## src/rtl/led_pkg.sv

```systemverilog
// Shared encodings for the LED pattern player.
// Mode and direction enums plus the default PWM width.
package led_pkg;

    localparam int PWM_W_DEF = 8;

    typedef enum logic [1:0] {
        MODE_OFF     = 2'd0,
        MODE_SOLID   = 2'd1,
        MODE_BREATHE = 2'd2,
        MODE_SPARKLE = 2'd3
    } mode_e;

    typedef enum logic {
        DIR_UP   = 1'b0,
        DIR_DOWN = 1'b1
    } dir_e;

endpackage

```

## src/rtl/led_pwm_channel.sv

```systemverilog
// One PWM channel: duty register swapped only at period end,
// registered compare against the shared counter.
module led_pwm_channel #(
    parameter int PWM_W = 8
) (
    input  logic             clk,
    input  logic             reset,
    input  logic [PWM_W-1:0] pwm_cnt_i,
    input  logic             wrap_i,
    input  logic [PWM_W-1:0] duty_nxt_i,
    output logic             led_o
);

    logic [PWM_W-1:0] duty_q;
    logic             led_q;

    // Take the new duty only on the last count so periods stay whole.
    always_ff @(posedge clk) begin
        if (reset) begin
            duty_q <= '0;
        end else if (wrap_i) begin
            duty_q <= duty_nxt_i;
        end
    end

    // Registered compare keeps the pin free of combinational glitches.
    always_ff @(posedge clk) begin
        if (reset) begin
            led_q <= 1'b0;
        end else begin
            led_q <= (pwm_cnt_i < duty_q);
        end
    end

    assign led_o = led_q;

endmodule

```

## src/rtl/led_pattern_player.sv

```systemverilog
// Pattern FSM (OFF/SOLID/BREATHE/SPARKLE) driving NUM_CH PWM channels.
// Define GAMMA_CORR_EN to square the duty for a perceptually linear fade.
module led_pattern_player
    import led_pkg::*;
#(
    parameter int PWM_W  = PWM_W_DEF,
    parameter int NUM_CH = 3,
    parameter int STEP   = 4
) (
    input  logic              clk,
    input  logic              reset,
    input  logic              step_tick,
    input  logic              mode_tick,
    input  logic [7:0]        rand_num,
    input  logic [1:0]        mode_sel,
    input  logic              mode_load,
    output logic [NUM_CH-1:0] led_out,
    output logic [1:0]        mode_q
);

    localparam int W1 = PWM_W + 1;
    localparam logic [PWM_W-1:0] MAXV   = '1;
    localparam logic [PWM_W-1:0] STEP_N = PWM_W'(STEP);
    localparam logic [W1-1:0]    STEP_X = W1'(STEP);

    mode_e             mode_cur_q, mode_cur_d;
    dir_e              dir_q, dir_d;
    logic [PWM_W-1:0]  level_q, level_d;
    logic [NUM_CH-1:0] colour_q, colour_d;
    logic [PWM_W-1:0]  pwm_cnt_q;
    logic              wrap;

    logic [W1-1:0]     up_sum;
    logic [PWM_W-1:0]  up_sat;
    logic [PWM_W-1:0]  dn_val;
    logic [NUM_CH-1:0] seed;

    logic [PWM_W-1:0]  duty_nxt [NUM_CH];

    assign wrap   = (pwm_cnt_q == MAXV);
    assign mode_q = mode_cur_q;

    // Free-running PWM counter shared by every channel.
    always_ff @(posedge clk) begin
        if (reset) begin
            pwm_cnt_q <= '0;
        end else begin
            pwm_cnt_q <= pwm_cnt_q + 1'b1;
        end
    end

    // Mode, level, direction and colour state.
    always_ff @(posedge clk) begin
        if (reset) begin
            mode_cur_q <= MODE_OFF;
            dir_q      <= DIR_UP;
            level_q    <= '0;
            colour_q   <= '0;
        end else begin
            mode_cur_q <= mode_cur_d;
            dir_q      <= dir_d;
            level_q    <= level_d;
            colour_q   <= colour_d;
        end
    end

    // Saturating step helpers and the non-zero sparkle seed.
    always_comb begin
        up_sum = {1'b0, level_q} + STEP_X;
        up_sat = up_sum[PWM_W] ? MAXV : up_sum[PWM_W-1:0];
        dn_val = (level_q < STEP_N) ? '0 : (level_q - STEP_N);
        seed   = rand_num[NUM_CH-1:0];
        if (seed == '0) begin
            seed = NUM_CH'(1);
        end
    end

    // Next state; a mode load restarts the pattern and masks ticks.
    always_comb begin
        mode_cur_d = mode_cur_q;
        dir_d      = dir_q;
        level_d    = level_q;
        colour_d   = colour_q;
        if (mode_load) begin
            mode_cur_d = mode_e'(mode_sel);
            dir_d      = DIR_UP;
            level_d    = '0;
            colour_d   = '0;
        end else begin
            case (mode_cur_q)
                MODE_BREATHE: begin
                    if (step_tick) begin
                        if (dir_q == DIR_UP) begin
                            level_d = up_sat;
                            if (up_sat == MAXV) begin
                                dir_d = DIR_DOWN;
                            end
                        end else begin
                            level_d = dn_val;
                            if (dn_val == '0) begin
                                dir_d = DIR_UP;
                            end
                        end
                    end
                end
                MODE_SPARKLE: begin
                    if (mode_tick) begin
                        colour_d = seed;
                        level_d  = MAXV;
                    end else if (step_tick) begin
                        level_d = dn_val;
                    end
                end
                default: begin
                end
            endcase
        end
    end

`ifdef GAMMA_CORR_EN
    function automatic logic [PWM_W-1:0] shape(
        input logic [PWM_W-1:0] v
    );
        logic [2*PWM_W-1:0] sq;
        sq = {{PWM_W{1'b0}}, v} * {{PWM_W{1'b0}}, v};
        return (v == MAXV) ? MAXV : sq[2*PWM_W-1:PWM_W];
    endfunction
`else
    function automatic logic [PWM_W-1:0] shape(
        input logic [PWM_W-1:0] v
    );
        return v;
    endfunction
`endif

    // Per-channel target duty derived from the active pattern.
    always_comb begin
        for (int i = 0; i < NUM_CH; i++) begin
            duty_nxt[i] = '0;
            case (mode_cur_q)
                MODE_SOLID:   duty_nxt[i] = MAXV;
                MODE_BREATHE: duty_nxt[i] = shape(level_q);
                MODE_SPARKLE: begin
                    if (colour_q[i]) begin
                        duty_nxt[i] = shape(level_q);
                    end
                end
                default:      duty_nxt[i] = '0;
            endcase
        end
    end

    for (genvar g = 0; g < NUM_CH; g++) begin : g_ch
        led_pwm_channel #(
            .PWM_W (PWM_W)
        ) u_ch (
            .clk        (clk),
            .reset      (reset),
            .pwm_cnt_i  (pwm_cnt_q),
            .wrap_i     (wrap),
            .duty_nxt_i (duty_nxt[g]),
            .led_o      (led_out[g])
        );
    end

endmodule
```

## config.mk

```make
export PLATFORM = sky130hd
export DESIGN_NAME = led_pattern_player
export DESIGN_NICKNAME = d
export VERILOG_FILES = /design/src/rtl/led_pkg.sv /design/src/rtl/led_pwm_channel.sv /design/src/rtl/led_pattern_player.sv
export SDC_FILE = /design/constraint.sdc
export NUM_CORES = 1
export LEC_CHECK = 0
export CORE_MARGIN = 1
export CORE_UTILIZATION = 39
export DETAILED_ROUTE_END_ITERATION = 6
export PLACE_DENSITY = 0.53
export SLEW_MARGIN = 0
export SYNTH_ARGS = -nofsm -noshare
export SYNTH_HDL_FRONTEND = slang
export SYNTH_SLANG_ARGS = --single-unit
```

## constraint.sdc

```tcl
create_clock -name clk -period 3.23 [get_ports clk]
set_input_delay 0.4845 -clock clk [delete_from_list [all_inputs] [get_ports clk]]
set_output_delay 0.4845 -clock clk [all_outputs]
set_load 0.01 [all_outputs]
```

==> flow_summary.ini <==
[critical_path]
path_max_fanout = 32
cp.arrival_ps = 1630
cp.buffers_inverters = 2
worst_ep_required_time_ps = 2750
cp_slowest_cell = clkdlybuf4s50_1
start_kind = flip-flop
worstSetupPathType = flip-flop to output port
crit_family = buffers and inverters
crit_chain = buf_4 -> clkdlybuf4s50_1
cpPeakStageDelay_ps = 600
cp-end-kind = output port

[run]
drv_cap = 0

[detailed_routing]
drtIter0Drc = 119
drc_errors = 0
wirelength_um = 6220
via_count = 2320
viasPerCell = 5.24
ant_nets = 0
wire_per_inst_um = 14.0
first_pass_iters = 4

[power]
peakVddDrop_mv = 0.133
power.leakage_uw = 0.00111
p_per_area_nw_per_um2 = 367
finalPower_uw = 1100

[floorplanning]
rows = 30
io_pins = 20
die_h_um = 86.6
die_area_um2 = 7500
fp.dieW_um = 86.6
core_um2 = 6870
initial_core_util = 0.406

[cells_and_area]
num-fill-cells = 709
syn2layout_area_growth_pct = 7.62
multi_input_area_um2 = 1550
diodes = 0
drive_above_1_share = 0.0403
num-nets-final = 386
register_area_um2 = 981

[logic_synthesis]
avgSynthCellArea_um2 = 8.00
synth_fp_nets = 388
syn-instance-count = 349
synth_edf_count = 0
synth_cell_types = 45
yosysWarnings = 0
async_flop_share = 0
ys_ff_latch = 49
yosys_most_used_dff = dfxtp_1
syn-cell-area_um2 = 2790
yosysSeqAreaShare = 0.351

[cts]
cts.sinks = 49
h-tree-depth = 2
clockBufferDepth = 2
cts_root_buffer = clkbuf_8
clk_latency_ps = 300
cts_made_buffers = 5
path_clk_slew_ps = 90
cts_resized = 0
hold_buffers = 0
cts_tree = built
post_cts_buffers = 0

[timing]
worst_pin_slew_ps = 608
fin_setup_tns_ps = 0
fin_skew_ps = 4.52
fin_crit_ps = 2110
rsz0062_at_grt = false
min_period_over_period = 0.654
setup_viol = 0
slew_viol_final = 0
relSlewSlack = 0.595
final_hold_viol_count = 0
max_freq_mhz = 473

[grt]
antenna_found_initial = 0
grt_usage = 0.182
grt_pass1_vias = 2186
grt_pass1_wl_um = 10700
overflow = 0
grt_max_degree = 33

[placement]
hpwlAfterDp_um = 4320
io_buffers = 14
gp_congestion = 0.825

[worst_hold_path]
hold_path.class = flip-flop to flip-flop

[run_status]
status = finished, final reports clean
## cell families (layout without fill, tap and decap cells)
logic type                 Yosys count  after routing  synth area share
and+or+nand+nor                    126            126             0.220
AOI/OAI and AO/OA                   88             88             0.195
buffers and inverters               52             50            0.0923
DFF                                 49             49             0.351
adders and majority gates           24             24             0.108
xor gates and xnor gates             5              5            0.0157
muxes                                5              5            0.0179
## routing by layer
metal,track usage,vias up,part of all wire
met1,0.239,1070,0.50
li1,-,1225,-
met5,0,-,0
met4,0.0545,0,0.0095
met3,0.0314,4,0.018
met2,0.306,21,0.47
## placed cells by master, fill, tap and decap left out, drive strengths merged
| cell | count |
|---|---|
| o311ai | 1 |
| xor2 | 3 |
| and2 | 2 |
| o31ai | 4 |
| o21a | 3 |
| dfxtp | 49 |
| o211a | 2 |
| a22o | 1 |
| nor2b | 6 |
| and3 | 4 |
| nor2 | 45 |
| or4 | 1 |
| nor4 | 1 |
| a211oi | 3 |
| clkbuf | 7 |
| a21boi | 1 |
| nand3 | 12 |
| o211ai | 1 |
| nand2 | 11 |
| o2111ai | 1 |
| clkdlybuf4s50 | 14 |
| ha | 24 |
| inv | 25 |
| nand4 | 3 |
| nand2b | 6 |
| a21oi | 18 |
| a41oi | 1 |
| o21ai | 19 |
| mux2i | 5 |
| or3 | 5 |
| a2bb2oi | 1 |
| xnor2 | 2 |
| or2 | 1 |
| nor4bb | 1 |
| a21o | 4 |
| nor3 | 28 |
| buf | 4 |
| a31oi | 28 |
## final timing paths
path                     startpoint                      to  slack [ps]  depth (start not counted)
max                       mode_q[1]               mode_q[1]        1120                          2
min          g_ch[2].u_ch.duty_q[5]  g_ch[2].u_ch.duty_q[5]         490                          2
max reg2reg              level_q[2]                   dir_q        1160                          7
min reg2reg  g_ch[2].u_ch.duty_q[5]  g_ch[2].u_ch.duty_q[5]         490                          2
## tightest hold or removal path: cells and delay by family (launching register included)
| kind | cells | cell delay [ps] |
|---|---|---|
| flip-flops | 1 | 320 |
| AND/OR/NAND/NOR | 2 | 130 |
## registers in the layout, summed over array words and instances, names as in the netlist
register and cells:
dir_q 1, level_q 8, mode_q 2, g_ch.u_ch.led_o 3, colour_q 3, g_ch.u_ch.duty_q 24
pwm_cnt_q 8
## report_power, final
part,internal (uW),switching (uW),total [uW]
sequential,614,16.0,630
combinational,49.0,59.4,108
clock,170,194,365
## cells in the mapped netlist, drive strengths merged, types with 4 or more instances
library cell	instances	area share
clkbuf	12	0.016
o21ai	19	0.034
or3	5	0.013
inv	25	0.034
nor2b	6	0.013
buf	15	0.043
mux2i	5	0.018
a21o	4	0.011
nor3	28	0.052
a21oi	18	0.032
dfxtp	49	0.35
nor2	45	0.061
nand2b	6	0.013
o31ai	4	0.011
nand3	12	0.022
a31oi	28	0.063
nand2	11	0.015
and3	4	0.0090
ha	24	0.11
## final cells by class
cell class,count,share of cell area
clock buffers,7,0.0287
inverters,25,0.0312
multi-input cells,248,0.517
flip-flops and latches,49,0.327
well taps,96,0.0400
repair buffers,18,0.0566
## metrics by stage
step / cell area (um2) / hold slack, ps / setup slack, ps / utilization / std cells
CTS: 3000 / 497 / 1100 / 0.437 / 443
global placement: 2920 / 478 / 1150 / 0.425 / 436
global route: 3000 / 511 / 906 / 0.437 / 443
detailed placement: 2920 / 481 / 1110 / 0.425 / 436
floorplan: 2790 / 439 / 1490 / - / 349
finish: 3000 / 494 / 1120 / 0.437 / 443
No activity file was read; power rests on OpenSTA's default activity.
